--- src/rtl/led_pattern_seq.sv ---
// led_pattern_seq: N-LED chase / fill / bounce sequencer with step prescaler.
// Define LED_PATTERN_SEQ_HOLD_EN to add a 'hold' input that freezes the run.
module led_pattern_seq #(
   parameter int N   = 8,
   parameter int DIV = 1,
   parameter int PW  = $clog2(N),
   parameter int CW  = $clog2(DIV + 1)
) (
   input  logic          ck,
   input  logic          rs,
   input  logic          en,
   input  logic [1:0]    mode,
   input  logic          dir,
`ifdef LED_PATTERN_SEQ_HOLD_EN
   input  logic          hold,
`endif
   output logic [N-1:0]  y,
   output logic [PW-1:0] pos,
   output logic          busy,
   output logic          done
);

   typedef enum logic { OFF, RUN } state_t;
   typedef enum logic { UP, DOWN } phase_t;

   localparam logic [PW-1:0] LAST  = PW'(N - 1);
   localparam logic [PW-1:0] LAST1 = PW'(N - 2);
   localparam logic [CW-1:0] CMAX  = CW'(DIV - 1);
   localparam logic [N-1:0]  ONES  = '1;
   localparam logic [N-1:0]  ONE   = N'(1);
   localparam logic [1:0]    M_FIL = 2'b01;
   localparam logic [1:0]    M_BNC = 2'b10;
   localparam logic [1:0]    M_OFF = 2'b11;

   state_t        state, state_d;
   phase_t        phase, phase_d;
   logic [PW-1:0] pos_d;
   logic [CW-1:0] cnt, cnt_d;
   logic [1:0]    m_q, m_d;
   logic          d_q, d_d;
   logic          done_d;
   logic          tick;
   logic          frz;
   logic [PW-1:0] k;

`ifdef LED_PATTERN_SEQ_HOLD_EN
   assign frz = hold;
`else
   assign frz = 1'b0;
`endif

   // Step strobe: last count of the prescaler, suppressed while frozen.
   always_comb begin
      tick = !frz && (cnt == CMAX);
   end

   // Next-state logic: prescaler, run/off control and position stepping.
   always_comb begin
      state_d = state;
      phase_d = phase;
      pos_d   = pos;
      m_d     = m_q;
      d_d     = d_q;
      done_d  = 1'b0;
      cnt_d   = cnt;
      if (!frz) begin
         cnt_d = tick ? '0 : cnt + 1'b1;
      end
      if (tick) begin
         unique case (state)
            OFF: begin
               if (en && mode != M_OFF) begin
                  state_d = RUN;
                  pos_d   = '0;
                  phase_d = UP;
                  m_d     = mode;
                  d_d     = dir;
                  cnt_d   = '0;
               end
            end
            RUN: begin
               if (!en || mode != m_q) begin
                  state_d = OFF;
                  pos_d   = '0;
                  phase_d = UP;
               end else if (m_q == M_BNC && phase == DOWN) begin
                  if (pos != '0) begin
                     pos_d = pos - 1'b1;
                  end else begin
                     state_d = OFF;
                     phase_d = UP;
                     done_d  = 1'b1;
                  end
               end else if (pos != LAST) begin
                  pos_d = pos + 1'b1;
               end else if (m_q == M_BNC) begin
                  phase_d = DOWN;
                  pos_d   = LAST1;
               end else begin
                  state_d = OFF;
                  pos_d   = '0;
                  done_d  = 1'b1;
               end
            end
         endcase
      end
   end

   // State registers with synchronous active-low reset.
   always_ff @(posedge ck) begin
      if (!rs) begin
         state <= OFF;
         phase <= UP;
         pos   <= '0;
         cnt   <= '0;
         m_q   <= '0;
         d_q   <= 1'b0;
         done  <= 1'b0;
      end else begin
         state <= state_d;
         phase <= phase_d;
         pos   <= pos_d;
         cnt   <= cnt_d;
         m_q   <= m_d;
         d_q   <= d_d;
         done  <= done_d;
      end
   end

   // LED decode from registered state only; k counts from the start end.
   always_comb begin
      k = d_q ? pos : LAST - pos;
      y = '0;
      if (state == RUN) begin
         if (m_q == M_FIL) begin
            y = d_q ? (ONES >> (LAST - k)) : (ONES << k);
         end else begin
            y = ONE << k;
         end
      end
   end

   assign busy = (state == RUN);

endmodule

--- config.mk ---
export PLATFORM = sky130hd
export DESIGN_NAME = led_pattern_seq
export DESIGN_NICKNAME = d
export VERILOG_FILES = /design/src/rtl/led_pattern_seq.sv
export SDC_FILE = /design/constraint.sdc
export NUM_CORES = 1
export LEC_CHECK = 0
export CAP_MARGIN = 20
export CORE_MARGIN = 8
export CORE_UTILIZATION = 35
export DETAILED_ROUTE_END_ITERATION = 8
export GPL_TIMING_DRIVEN = 0
export SLEW_MARGIN = 25
export SYNTH_ARGS = -nofsm -noshare
export SYNTH_HDL_FRONTEND = slang
export SYNTH_SLANG_ARGS = --single-unit
--- constraint.sdc ---
create_clock -name ck -period 2.5 [get_ports ck]
set_clock_uncertainty 0.15 [all_clocks]
set_input_delay 0.5 -clock ck [delete_from_list [all_inputs] [get_ports ck]]
set_output_delay 0.5 -clock ck [all_outputs]
set_load 0.005 [all_outputs]
==> results, run 1 <==
- The number of antenna violations at the first check in global routing was 0.
- The commonest cells after synthesis are 12 x sky130_fd_sc_hd__nor2_1, 9 x sky130_fd_sc_hd__dfxtp_1, 6 x sky130_fd_sc_hd__nand2_1, 5 x sky130_fd_sc_hd__inv_1, 5 x sky130_fd_sc_hd__mux2i_1.
- For this block, the routed nets add up to 2003 um of wire.
- For this run, the detailed router's first-pass iteration total came to 4.
- In this run the tool buffered the top-level ports with 18 buffer cells.
- The first-pass GRT wire length is roughly 3300 um.
- The fraction of power spent switching nets is 28.86%.
- The post-synthesis async set-or-reset flop share is 0%.
- After floorplanning, the core was divided into 17 placement rows.
- The number of diodes is 0.
- The chip width is ~64 um.
- Across the VDD grid, the largest voltage drop is about 240 uV.
- The timing-limited maximum frequency is about 420 MHz.
- Yosys instantiated no cell more often than sky130_fd_sc_hd__nor2_1.
- Together, buffers and inverters on the worst path number 1.
- During synthesis, Yosys emitted a total of 0 warnings.
- The flow ran to the end, and the final reports show no timing, DRC or antenna violations.
- In the final routed layout, each cell accounts on average for between 10 and 15 um.
- The total standard cell area after synthesis is between 700 and 800 um^2.
- For this run, the slowest stage of the critical path takes 0.49 ns.
- The area of the core is 2170 um^2.
- Cell internal power was estimated by the tool at between 0.2 and 0.3 mW.
- The biggest area contributor in the post-synthesis netlist is sky130_fd_sc_hd__dfxtp_1.
- The count of cells in the finished layout, fillers not included, comes to ~150.
- The average vias per placed instance is roughly 5.2.
- The maximum fanout count along the critical path is 6.
- The final hold violation count is 0.
- The minimum period implied by the final worst setup slack is approximately 2.4 ns.
- The clock power share is between 30% and 40%.
- The count of different cell masters after synthesis is 39.
- The final count of pins violating max slew is 0.
- The type of destination of the critical path is an output pin.
- The setup path with the least slack is of type reg -> out.
- The die area is 4046 um^2.
- The number of maximum-capacitance violations is 0.
- The cell class contributing the biggest share of worst-path delay is buffers and inverters.
- The power per cell area is between 300 and 400 nW/um^2.
- The proportion of layout cells with a drive suffix above 1 is 26.40%.
- The sum of negative setup slack is 0 ns.
- In this run, CTS created clock tree buffers numbering 3.
- 19 I/O pins were placed.
- TritonCTS built the clock tree.
- The clock drives 9 sinks.
- The transition time of the tightest slew-check pin is approximately 0.30 ns.
- Including well taps, the total number of placed cells is roughly 150.
- The number of global-route vias before repair is approximately 750.
- The instance count of the mapped netlist is 100.
- From synthesis to final layout, the design area changed by 44.64%.
- Summed over its instances, the top area cell type makes up a little under a quarter of the synthesized netlist area.
- The die boundary height is around 64 um.
- The number of nets handed over by synthesis was between 100 and 150.
- The count of endpoints failing setup in the final report is 0.
- The critical path goes through and2b_2, mux2i_1, o22ai_1, and2_1, clkdlybuf4s50_1.
- The number of enable flip-flop cells after synthesis is 0.
- Detailed placement ended at an HPWL of between 1000 and 1500 um.
- Setup repair after global routing left no endpoint under its margin.
- The final route contains approximately 800 vias.
- The mean instance size in the synthesized netlist is approximately 7.9 um^2.
- The final critical-path setup slack is just under 0.1 ns.
- For this design the static power due to leakage is between 0.5 and 0.6 nW.
- The required time of the critical path is about 1.9 ns.
- Sequential elements use between 20% and 30% of the synthesized area.
- Before CTS, the worst setup slack after placement is between 0.06 and 0.07 ns.
- The maximum number of pins on one net before global-route repair is 11.
- In the routed design, unresolved DRC markers number 0.
- The sequential share of power is between 40% and 50%.
- The tightest slew margin relative to the limit is about four fifths.
- The ratio of final minimum period to clock period is a little over nine tenths.
- In the post-synthesis netlist, the biggest area contributors are sky130_fd_sc_hd__dfxtp_1 23%, sky130_fd_sc_hd__ha_1 6.3%, sky130_fd_sc_hd__mux2i_1 6.3%.
- The synthesized design contains 9 register bits.
- The buffer depth of the longest clock path is 2.
- For this block, the initial DRC count from the detailed router was 14.
- The final layout contains 136 nets.
- STA classifies the critical path startpoint as a flop.
- The later pin in the worst-skew pair is clocked with a latency of 0.26 ns.
- Power comes to around 0.36 mW.
- After filler insertion, the fill cell instance count of the layout stands at between 200 and 250.
- The effective utilization at floorplan is 36.56%.
- The register clock-pin slew on the reported worst setup and hold paths is approximately 0.060 ns.
- The arrival time of the worst setup path is approximately 1.8 ns.
- Clock tree synthesis selected as its root buffer the cell sky130_fd_sc_hd__clkbuf_4.
- The net load switching power is between 0.1 and 0.15 mW.
- At the end of routability-driven placement, the weighted congestion stood at ~0.84.
- Global routing finished with a remaining overflow of 0.
- The part of the power in combinational logic is 26.2%.
- The H-tree level count is 1.
- The number of routed nets with antenna violations is 0.
- The worst hold path belongs to the class reg -> reg.
- The total routing resource utilization after global routing is 10.01%.
- The predominant post-synthesis flop cell is sky130_fd_sc_hd__dfxtp_1.
- The standard cell with the maximum stage delay on the critical path is sky130_fd_sc_hd__clkdlybuf4s50_1.
cell type report:
type,count,area [um^2],area share [%]
buffer,5,55.05,4.798
clock buffer,4,26.28,2.290
inverter,6,22.52,1.963
sequential,9,190.2,16.58
tap,28,35.03,3.053
timing repair buffer,21,215.2,18.76
multi-input combinational,80,603.1,52.56
placed cells by master, fill, tap and decap left out, drive strengths merged, types with 4 or more instances in the layout:
| cell type | instances |
|---|---|
| nand2b | 4 |
| and2 | 4 |
| ha | 4 |
| clkdlybuf4s50 | 13 |
| a21oi | 6 |
| dfxtp | 9 |
| mux2i | 5 |
| o21ai | 5 |
| inv | 6 |
| nand2 | 6 |
| nor2 | 12 |
| buf | 6 |
| clkbuf | 6 |
| dlymetal6s2s | 5 |
worst paths after layout:
path	from	end	slack (ns)	cells past startpoint
setup / recovery	m_q[1]$_SDFFE_PN0P_	y[5]	0.1	5
hold / removal	m_q[1]$_SDFFE_PN0P_	m_q[1]$_SDFFE_PN0P_	0.39	2
setup reg to reg	pos[0]$_SDFFE_PN0P_	pos[1]$_SDFFE_PN0P_	0.81	7
hold reg to reg	m_q[1]$_SDFFE_PN0P_	m_q[1]$_SDFFE_PN0P_	0.39	2
logic make-up (layout without fill, tap and decap cells):
family / count (synthesis) / in the layout / share of synthesized area, %
adder cells (fa/ha/maj): 4 / 4 / 6.309
XOR/XNOR: 2 / 2 / 2.209
AO/OA/AOI/OAI: 27 / 27 / 25.87
multiplexers: 6 / 6 / 7.729
AND/OR/NAND/NOR: 41 / 41 / 29.65
flip-flops: 9 / 9 / 22.71
buffers and inverters: 11 / 36 / 5.520
per-layer routing:
| layer | up-vias | share of wire, % | track usage, % |
|---|---|---|---|
| li1 | 407 | - | - |
| met1 | 374 | 47 | 11.20 |
| met2 | 16 | 48 | 16.35 |
| met3 | 2 | 4.9 | 3.534 |
| met4 | 0 | 0.60 | 5.014 |
| met5 | - | 0 | 0 |
registers in the layout, summed over array words and instances, names as in the netlist:
signal and flops:
pos 3, m_q 2, busy 1, d_q 1, done 1, phase 1
worst register-to-register path, stage by stage, from the launching register on:
cell and delay, ns:
sky130_fd_sc_hd__dfxtp_4 0.37, sky130_fd_sc_hd__ha_1 0.20, sky130_fd_sc_hd__ha_1 0.25, sky130_fd_sc_hd__nor2_1 0.11, sky130_fd_sc_hd__nor2_1 0.06, sky130_fd_sc_hd__mux2_1 0.28
sky130_fd_sc_hd__nand3_1 0.10, sky130_fd_sc_hd__a21oi_2 0.05
stage by stage:
step,instance area [um^2],hold slack (ns),util [%]
after floorplan,793.3,0.3648,-
after CTS,1081,0.4081,49.83
after detailed placement,1008,0.4066,46.48
final,1147,0.3927,52.88
after global placement,1008,0.4046,46.48
after global routing,1147,0.4347,52.88
power groups by stage:
stage | clock network [mW] | registers (mW) | logic, mW
global route | 0.128 | 0.154 | 0.104
global placement | 0 | 0.157 | 0.0826
floorplan | 0 | 0.156 | 0.0552
CTS | 0.121 | 0.155 | 0.0881
finish | 0.114 | 0.153 | 0.0945
detailed placement | 0 | 0.157 | 0.0827
timing repair:
| item | 4_1_cts | 5_1_grt |
|---|---|---|
| endpoints found under the setup margin | 8 | 8 |
| hold endpoints to repair | 0 | 0 |
| hold buffers | 0 | 0 |
| pin swaps | 0 | 3 |
| setup buffers | 1 | 2 |
| gates resized for setup | 15 | 19 |
Power figures use the tool's default switching activity.
==> run 2, diff against run 1 <==
--- a/config.mk
+++ b/config.mk
@@ -5,6 +5,7 @@
 export SDC_FILE = /design/constraint.sdc
 export NUM_CORES = 1
 export LEC_CHECK = 0
+export ABC_AREA = 0
 export CAP_MARGIN = 20
 export CORE_MARGIN = 8
 export CORE_UTILIZATION = 35
==> results of run 2 <==
The final DEF is identical to that of run 1; final timing and power are the same.
==> run 3, diff against run 2 <==
--- a/config.mk
+++ b/config.mk
@@ -9,8 +9,10 @@
 export CAP_MARGIN = 20
 export CORE_MARGIN = 8
 export CORE_UTILIZATION = 35
+export CTS_CLUSTER_DIAMETER = 120
 export DETAILED_ROUTE_END_ITERATION = 8
 export GPL_TIMING_DRIVEN = 0
+export RECOVER_POWER = 50
 export SLEW_MARGIN = 25
 export SYNTH_ARGS = -nofsm -noshare
 export SYNTH_HDL_FRONTEND = slang
==> run 3 against run 2 <==
  * Critical endpoint unchanged
  * Via count up 0.25%
  * Hold slack is essentially flat
  * Cell count is the same
==> results, run 3 (synthesis results as in run 1) <==
- The DRC violation count after routing is 0 (unchanged).
- The number of maximum-capacitance violations was 0 (unchanged).
- The area of the core came to 2170 um^2 (unchanged).
- The detailed-placement wirelength estimate was 1448 um (unchanged).
- The minimum period implied by the final worst setup slack is 2.405 ns (+0.001255 ns).
- The number of routed nets with antenna violations came to 0 (unchanged).
- The largest registers in the layout are pos x3, m_q x2.
- The final total power is 0.3600 mW (-0.40%).
- The placed cell count is 146 (unchanged).
- STA classifies the critical path endpoint as an output pin.
- Walking the worst path, the cells encountered are and2b_2, mux2i_1, o22ai_1, and2_1, clkdlybuf4s50_1.
- The die area is 4046 um^2 (unchanged).
- The average vias per placed instance is 5.235 (+0.25%).
- The final routed wire length divided by cell count is 13.09 um (unchanged).
- The share of the core filled with cells was 52.42% (-0.46 points).
- The net total in the final layout is 136 (unchanged).
- The worst hold slack is 0.3931 ns (+0.0003890 ns).
- The chip width came to 63.61 um (unchanged).
- The DRC violation total after the first TritonRoute iteration was 19 (+5).
- The tightest min-delay check is of the reg -> reg type.
- The number of antenna violations at the first check in global routing is 0 (unchanged).
- CTS placed an instance of sky130_fd_sc_hd__clkbuf_4 at the clock tree root.
- The total of fill cells in the finished design is 228 (+0.88%).
- The total routing resource utilization after global routing is 10.01% (unchanged).
- The critical path is of the reg -> out type.
- The required time of the critical path is 1.85 ns (about the same).
- The final count of pins violating max slew is 0 (unchanged).
- The cell count of the worst reg-to-reg path came to 5 (-2).
- The count of non-filler cells in the finished layout is 153 (unchanged).
- The sequential cell area in the final layout is 190.2 um^2 (unchanged).
- The transition time of the tightest slew-check pin is 0.3058 ns (+0.003210 ns).
- The standard cell with the maximum stage delay on the critical path is sky130_fd_sc_hd__clkdlybuf4s50_1.
- The final critical-path setup slack is 0.09497 ns (-0.001255 ns).
- The power per cell area is 316.5 nW/um^2 (+0.47%).
- The number of flip-flops under the largest register name came to 3 (unchanged).
- The area growth from synthesis to final layout is 43.38%.
- The sort of element at the start of the critical path is a flop.
- The effective utilization at floorplan was 36.56% (unchanged).
- The die boundary height is 63.61 um (unchanged).
- The reg-to-reg setup timing slack came to 0.70 ns (-0.11 ns).
- The number of primary I/O pins is 19 (unchanged).
- Following the worst setup path forward leads to its endpoint at y[5].
- The sum of negative setup slack is 0 ns (unchanged).
- The count of endpoints failing setup in the final report is 0 (unchanged).
- The register name with the most flops is pos.
- The area of the multi-input gates was 593.1 um^2 (-1.7%).
- The ratio of final minimum period to clock period is 96.20% (about the same).
- The first-pass GRT wire length came to 3339 um (unchanged).
- The timing-limited maximum frequency was 415.8 MHz (about the same).
- Setup repair after global routing left no endpoint under its margin.
- The proportion of layout cells with a drive suffix above 1 was 24.80% (-1.6 points).
- The run finished with clean final reports.
- The routed wire length was 2003 um (unchanged).
- In the layout the commonest cells are 11 x sky130_fd_sc_hd__nor2_1, 9 x sky130_fd_sc_hd__clkdlybuf4s50_1, 6 x sky130_fd_sc_hd__nand2_1.
- The clock sink total is 9 (unchanged).
- The final hold violation count is 0 (unchanged).
- The leading cell type in the layout, fill and taps excluded is sky130_fd_sc_hd__nor2_1.
- The worst register-to-register path begins at m_q[0]$_SDFFE_PN0P_.
- The CTS tree is yes.
- The maximum number of pins on one net before global-route repair is 11 (unchanged).
- The delay of the slowest cell on the worst path is 0.49 ns (about the same).
- The maximum vdd ir drop is 234.5 uV (-2.4%).
- The number of buffers added to fix hold violations after cts is 0 (unchanged).
- The maximum fanout count along the critical path was 6 (unchanged).
- The arrival time of the worst setup path is 1.76 ns (about the same).
- The register clock-pin slew on the reported worst setup and hold paths came to 0.06 ns (about the same).
- The worst setup slack after placement was 0.06651 ns (unchanged).
- The number of diodes came to 0 (unchanged).
- The critical path starts at m_q[1]$_SDFFE_PN0P_.
- The standby leakage power is 0.5385 nW (+1.3%).
- The total number of placement rows is 17 (unchanged).
- The number of CTS-inserted buffers is 3 (unchanged).
- The total of buffers placed on input and output ports was 18 (unchanged).
- The endpoint identified for the worst register-to-register timing path is pos[2]$_SDFFE_PN0P_.
- The detailed-route via count is 801 (+0.25%).
- The tightest slew margin relative to the limit is 79.59% (-0.21 points).
- The cell area after layout came to 1137 um^2 (-0.87%).
- The buffer depth of the longest clock path came to 2 (unchanged).
- The final estimated routing congestion in global placement was 0.8429 (unchanged).
- The count of TritonRoute iterations in the first routing pass came to 4 (unchanged).
- The clock latency on the worst-skew pair is 0.26 ns (about the same).
- The number of global-route vias before repair was 747 (unchanged).
- The total global routing overflow came to 0 (unchanged).
- The total placed instance area is 1008 um^2 (unchanged).
- The H-tree level count is 1 (unchanged).
run 3: cell type report:
cell class                 instances  area share (%)
buffer                             5           4.840
clock buffer                       4           2.310
inverter                           6           1.980
multi-input combinational         80           52.15
sequential                         9           16.72
tap                               28           3.080
timing repair buffer              21           18.92
run 3: layer usage:
metal	wire length (um)	GRT usage, %
met5	0	0
met4	12	5.014
met3	98	3.534
met2	964	16.35
met1	928	11.20
run 3: how the worst min path moves through the flow:
stage	startpoint	to	slack (ns)	cells past startpoint
global route	m_q[1]$_SDFFE_PN0P_	m_q[1]$_SDFFE_PN0P_	0.43	2
finish	m_q[1]$_SDFFE_PN0P_	m_q[1]$_SDFFE_PN0P_	0.39	2
detailed placement	phase$_SDFFE_PN0P_	phase$_SDFFE_PN0P_	0.41	1
global placement	phase$_SDFFE_PN0P_	phase$_SDFFE_PN0P_	0.40	1
CTS	m_q[1]$_SDFFE_PN0P_	m_q[1]$_SDFFE_PN0P_	0.41	2
floorplan	phase$_SDFFE_PN0P_	phase$_SDFFE_PN0P_	0.36	1
run 3: worst max-delay path, delay by kind of cell (launching register included):
family	cells	cell delay [ns]
AOI/OAI and AO/OA	1	0.14
buffers and inverters	1	0.49
muxes	1	0.09
and+or+nand+nor	2	0.42
DFF	1	0.36
run 3: where the power goes:
part	switching, mW	total (mW)	leakage (nW)	internal [mW]
Combinational	0.0454	0.0924	0.448	0.0470
Sequential	0.00542	0.153	0.0757	0.148
Clock	0.0529	0.115	0.0150	0.0616
run 3: timing repair:
| item | in CTS | in global routing |
|---|---|---|
| buffers inserted | 1 | 2 |
| resized for setup | 15 | 19 |
| pin swaps | 0 | 3 |
| endpoints found under the setup margin | 8 | 8 |
==> edit 1 (settings of run 1) <==
Set the parameter `N` to 4 (it was 8).
--- a/src/rtl/led_pattern_seq.sv
+++ b/src/rtl/led_pattern_seq.sv
@@ -1,7 +1,7 @@
 // led_pattern_seq: N-LED chase / fill / bounce sequencer with step prescaler.
 // Define LED_PATTERN_SEQ_HOLD_EN to add a 'hold' input that freezes the run.
 module led_pattern_seq #(
-   parameter int N   = 8,
+   parameter int N   = 4,
    parameter int DIV = 1,
    parameter int PW  = $clog2(N),
    parameter int CW  = $clog2(DIV + 1)
Ports: changed (resized pos and y); port bits go from 19 to 14. The function was not compared with the original's and may differ.
==> edit 1 against run 1 <==
- synthesized area shrank 29%
- routed wire length down 39%
- cell area down 36%
- final cell count fell by 33%
- count of clock-buffer cells in the layout is 1 lower
- combinational power decreased by 45%
- highest routed layer unchanged
- sequential cell count shrank 1
- power shrank 20%
- worst setup slack better by 0.057 ns
==> edit 1: results (changes against run 1) <==
* VDD IR-drop max at 296 uV (+23%)
* Share of layout cells above drive strength 1 at 11.5% (-15 points)
* Synth top area cells: dfxtp_1, nor2b_1, nand2_1
* Yosys warns at 0 (unchanged)
* Gate family responsible for the most delay along the worst path: buffers and inverters
* Ys flop type: dfxtp_1
* Total GRT Usage at 8.41% (-1.6 points)
* Via density per instance at 5.29 (+1.3%)
* Clock-pin slew on the worst setup and hold paths at 0.06 ns (about the same)
* Slew Limit Fails at 0 (unchanged)
* 1st-pass router iterations at 4 (unchanged)
* Crit path arrival time at 1.70 ns (-0.05 ns)
* Worst hold path depth at 2 (unchanged)
* # diodes at 0 (unchanged)
* Pre-CTS setup slack at 0.263 ns (+0.196 ns)
* Leak at 0.290 nW (-45%)
* PortBufs at 13 (-5)
* Switching Power at 72.7 uW (-30%)
* Number of global-route vias before repair at 507 (-32%)
* Clock Path Buffers at 2 (unchanged)
* Top cells by count, synth: nand2_1, dfxtp_1, nor2b_1
* Clk root buf: clkbuf_4
* Iteration-0 DRC Markers at 6 (-8)
* Clk Latency, worst-skew pair at 0.25 ns
* Inst Count DP at 101 (-31%)
* Largest net degree at the start of global routing at 11 (unchanged)
* CP max FO at 7 (+1)
* Global-route wire length before repair at 2220 um (-33%)
* CTS Buf Count at 3 (unchanged)
* Hpwl dp at 962 um (-34%)
* Die width at 56.0 um (-12%)
* Fill cell count at 157 (-31%)
* Syn_nets at 80 (-27%)
* Htree depth at 1 (unchanged)
* Post-route ant nets at 0 (unchanged)
* Mapped Avg Cell Area at 7.79 um^2 (-1.9%)
* Hold Crit Class: flop to flop
* Slowest CP cell: clkdlybuf4s50_1
* Layout Nets at 97 (-29%)
* Gpl congestion at 0.801 (-5.0%)
* Worst path max stage delay at 0.49 ns (about the same)
* Via count at 545 (-32%)
* Placed Area at 711 um^2 (-30%)
* Share of flip-flops with an asynchronous set or reset at 0% (unchanged)
* Layout area overhead at 31.9%
* Largest registers: m_q: 2 flops, pos: 2 flops
* Yosys cell types at 31 (-21%)
* Sequential fraction of the synthesis area at 28.6% (+5.9 points)
* Total routed wirelength at 1230 um (-39%)
* Initial antenna violation count at 0 (unchanged)
* Cell depth of the worst flop-to-flop path at 5 (-2)
* Status: complete, no violations
* Slew margin rel. at 80.3% (+0.45 points)
## edit 1: cell types whose count changed in the layout (fill, tap and decap cells not counted), moves of 3 or more
| cell | delta |
|---|---|
| nor2b_1 | +5 |
| nand2_1 | +3 |
| nand2b_1 | -3 |
| dlymetal6s2s_1 | -4 |
| buf_4 | -4 |
| o21ai_0 | +5 |
| o21ai_2 | -3 |
| nor2_1 | -8 |
## edit 1: kinds of logic after synthesis
| group | share of synthesized area [%] |
|---|---|
| xor gates and xnor gates | 3.13 |
| buffers and inverters | 7.14 |
| DFF | 28.6 |
| AOI/OAI and AO/OA | 20.3 |
| adders and majority gates | 4.46 |
| muxes | 5.36 |
| and+or+nand+nor | 31.0 |
## edit 1: path summary, 6_finish.rpt
kind	from	end	slack, ns
worst min register to register	phase	phase	0.35
worst max-delay path	m_q[0]	y[1]	0.15
worst max register to register	pos[1]	pos[1]	0.82
worst min-delay path	phase	phase	0.35
## edit 1: layer usage
layer	track usage [%]	routed length, um	share of wire (%)	vias up
met3	4.11	89	7.2	4
li1	-	-	-	284
met4	4.12	21	1.7	0
met5	0	0	0	-
met2	12.4	534	43	16
met1	9.83	585	48	241
## edit 1: repair_timing
action,CTS,global route
endpoints found under the setup margin,1,2
resized for setup,1,3
setup buffers,0,0
pin swaps,0,0
gates cloned,0,0
## edit 1: area by class of cell
type / instances / share of cell area (%)
plain buffers: 3 / 3.72
clock buffers: 3 / 3.05
inverters: 4 / 2.03
multi-input cells: 56 / 48.7
flip-flops and latches: 8 / 21.8
well taps: 16 / 2.71
repair buffers: 13 / 17.9
## edit 1: power by group through the flow
| stage | clock [mW] | combinational [mW] | sequential [mW] |
|---|---|---|---|
| after floorplan | 0 | 0.0313 | 0.137 |
| final | 0.0994 | 0.0516 | 0.137 |
| after detailed placement | 0 | 0.0541 | 0.138 |
| after global placement | 0 | 0.0532 | 0.138 |
| after global routing | 0.115 | 0.0568 | 0.138 |
| after CTS | 0.103 | 0.0543 | 0.135 |
## edit 1: worst min-delay path: cells and delay by family (launching register included)
| kind | cells | cell delay, ns |
|---|---|---|
| AO/OA/AOI/OAI | 1 | 0.06 |
| flip-flops | 1 | 0.33 |
| AND/OR/NAND/NOR | 1 | 0.06 |
==> edit 2 (flow settings as in run 1) <==
Without the edit above. Add an input register stage for `rs`, `en`, `mode` and `dir`, without a reset; this delays them by one clock.
--- a/src/rtl/led_pattern_seq.sv
+++ b/src/rtl/led_pattern_seq.sv
@@ -31,6 +31,18 @@
    localparam logic [1:0]    M_FIL = 2'b01;
    localparam logic [1:0]    M_BNC = 2'b10;
    localparam logic [1:0]    M_OFF = 2'b11;
+
+   logic rs_q;
+   logic en_q;
+   logic [1:0] mode_q;
+   logic dir_q;
+
+   always_ff @(posedge ck) begin
+      rs_q   <= rs;
+      en_q   <= en;
+      mode_q <= mode;
+      dir_q  <= dir;
+   end
 
    state_t        state, state_d;
    phase_t        phase, phase_d;
@@ -69,17 +81,17 @@
       if (tick) begin
          unique case (state)
             OFF: begin
-               if (en && mode != M_OFF) begin
+               if (en_q && mode_q != M_OFF) begin
                   state_d = RUN;
                   pos_d   = '0;
                   phase_d = UP;
-                  m_d     = mode;
-                  d_d     = dir;
+                  m_d     = mode_q;
+                  d_d     = dir_q;
                   cnt_d   = '0;
                end
             end
             RUN: begin
-               if (!en || mode != m_q) begin
+               if (!en_q || mode_q != m_q) begin
                   state_d = OFF;
                   pos_d   = '0;
                   phase_d = UP;
@@ -108,7 +120,7 @@
 
    // State registers with synchronous active-low reset.
    always_ff @(posedge ck) begin
-      if (!rs) begin
+      if (!rs_q) begin
          state <= OFF;
          phase <= UP;
          pos   <= '0;
Formal check against the unedited RTL: not equivalent (a bounded check fails within 4 cycles, from zero or initial values).
==> edit 2 against run 1 <==
- register-to-register slack worse by 0.11 ns
- clock power rose by 44%
- routed wire length is 4.8% higher
- power increased by 29%
- sequential cell count rose by 5
- cell area is 4.6% higher
- worst setup slack worse by 0.034 ns
- synthesized area rose by 11%
- via count rose by 6.6%
- critical path type unchanged
- critical endpoint is now y[0]
==> edit 2: results (changes against run 1) <==
* Sequential fraction of the synthesis area at 31.8% (+9.1 points)
* Final Util at 49.3% (-3.6 points)
* Post-Synth XOR/XNOR Area at 2.98% (+0.77 points)
* Largest net degree at the start of global routing at 13 (+2)
* Placed Area at 0.00110 mm^2 (+8.9%)
* Global Route met2 Usage at 15.3% (-1.0 points)
* Slew margin rel. at 64.3% (-16 points)
* Crit path arrival time at 1.79 ns (+0.04 ns)
* WL met2 at 972 um (+1.3%)
* Met1 Use GR at 10.5% (-0.67 points)
* Mux cell area share after synthesis at 5.68% (-2.0 points)
* Post-synthesis adder-cell area fraction at 5.68% (-0.63 points)
* Final Non-Filler Cells at 162 (+5.9%)
* Iteration-0 DRC Markers at 20 (+6)
* Syn_nets at 119 (+8.2%)
* Clk Latency, worst-skew pair at 0.29 ns (+0.03 ns)
* Total GRT Usage at 9.41% (-0.60 points)
* Synth top area cells: dfxtp_1, ha_1, mux2i_1
* Mapped Avg Cell Area at 8.08 um^2 (+1.9%)
* Via count at 852 (+6.6%)
* VDD IR-drop max at 376 uV (+56%)
* Fill cell count at 239 (+5.8%)
* Status: complete, no violations
* Global-route wire length before repair at 3310 um (-1.0%)
* Compound-Gate Fraction of Synth Area at 19.9% (-6.0 points)
* Yosys cell types at 36 (-7.7%)
* Pre-CTS setup slack at 0.0175 ns (-0.0490 ns)
* Top cells by count, synth: dfxtp_1, nand2_1, nor2_1
* Hpwl dp at 1500 um (+3.9%)
* Layout Nets at 143 (+5.1%)
* Share of layout cells above drive strength 1 at 18.2% (-8.2 points)
-- edit 2: cell types whose count changed after synthesis, moves of 3 or more --
cell | run 1 | this run
a31oi_1 | 0 | 3
o21ai_0 | 1 | 6
nor2b_1 | 1 | 4
a21boi_0 | 1 | 4
o21ai_1 | 3 | 0
dfxtp_1 | 9 | 14
nand2_1 | 6 | 10
xor2_1 | 0 | 3
nor2_1 | 12 | 9
-- edit 2: critical path: stages (launching register included) --
cell and delay [ns]:
dfxtp_4 0.38, clkbuf_2 0.15, o31ai_2 0.24, a21oi_1 0.11, nor2b_1 0.11, clkdlybuf4s50_1 0.51
-- edit 2: through the flow --
stage	power [mW]	TNS (ns)
after global routing	0.486	-0.0715
after CTS	0.468	0
after global placement	0.304	0
after detailed placement	0.305	0
after floorplan	0.282	0
final	0.465	0
-- edit 2: cell type report --
type	instances	share of cell area (%)
tap	30	3.13
inverter	4	1.25
sequential	14	24.7
buffer	4	2.61
clock buffer	4	3.02
timing repair buffer	20	16.6
multi-input combinational	86	48.7
-- edit 2: final timing paths --
| path | start | to | slack [ns] | cells after the start |
|---|---|---|---|---|
| worst min-delay path | dir_q | d_q | 0.34 | 2 |
| worst min register to register | dir_q | d_q | 0.34 | 2 |
| worst max-delay path | pos[1] | y[0] | 0.06 | 5 |
| worst max register to register | pos[1] | pos[1] | 0.70 | 6 |
-- edit 2: repair_timing --
| action | in CTS | in global routing |
|---|---|---|
| resized for setup | 12 | 15 |
| pin swaps | 0 | 1 |
| setup buffers | 0 | 2 |
| setup endpoints to repair | 8 | 7 |
-- edit 2: power breakdown --
group | internal, mW | switching (mW)
logic | 0.0331 | 0.0295
clock network | 0.0887 | 0.0753
registers | 0.229 | 0.0101
total | 0.351 | 0.115
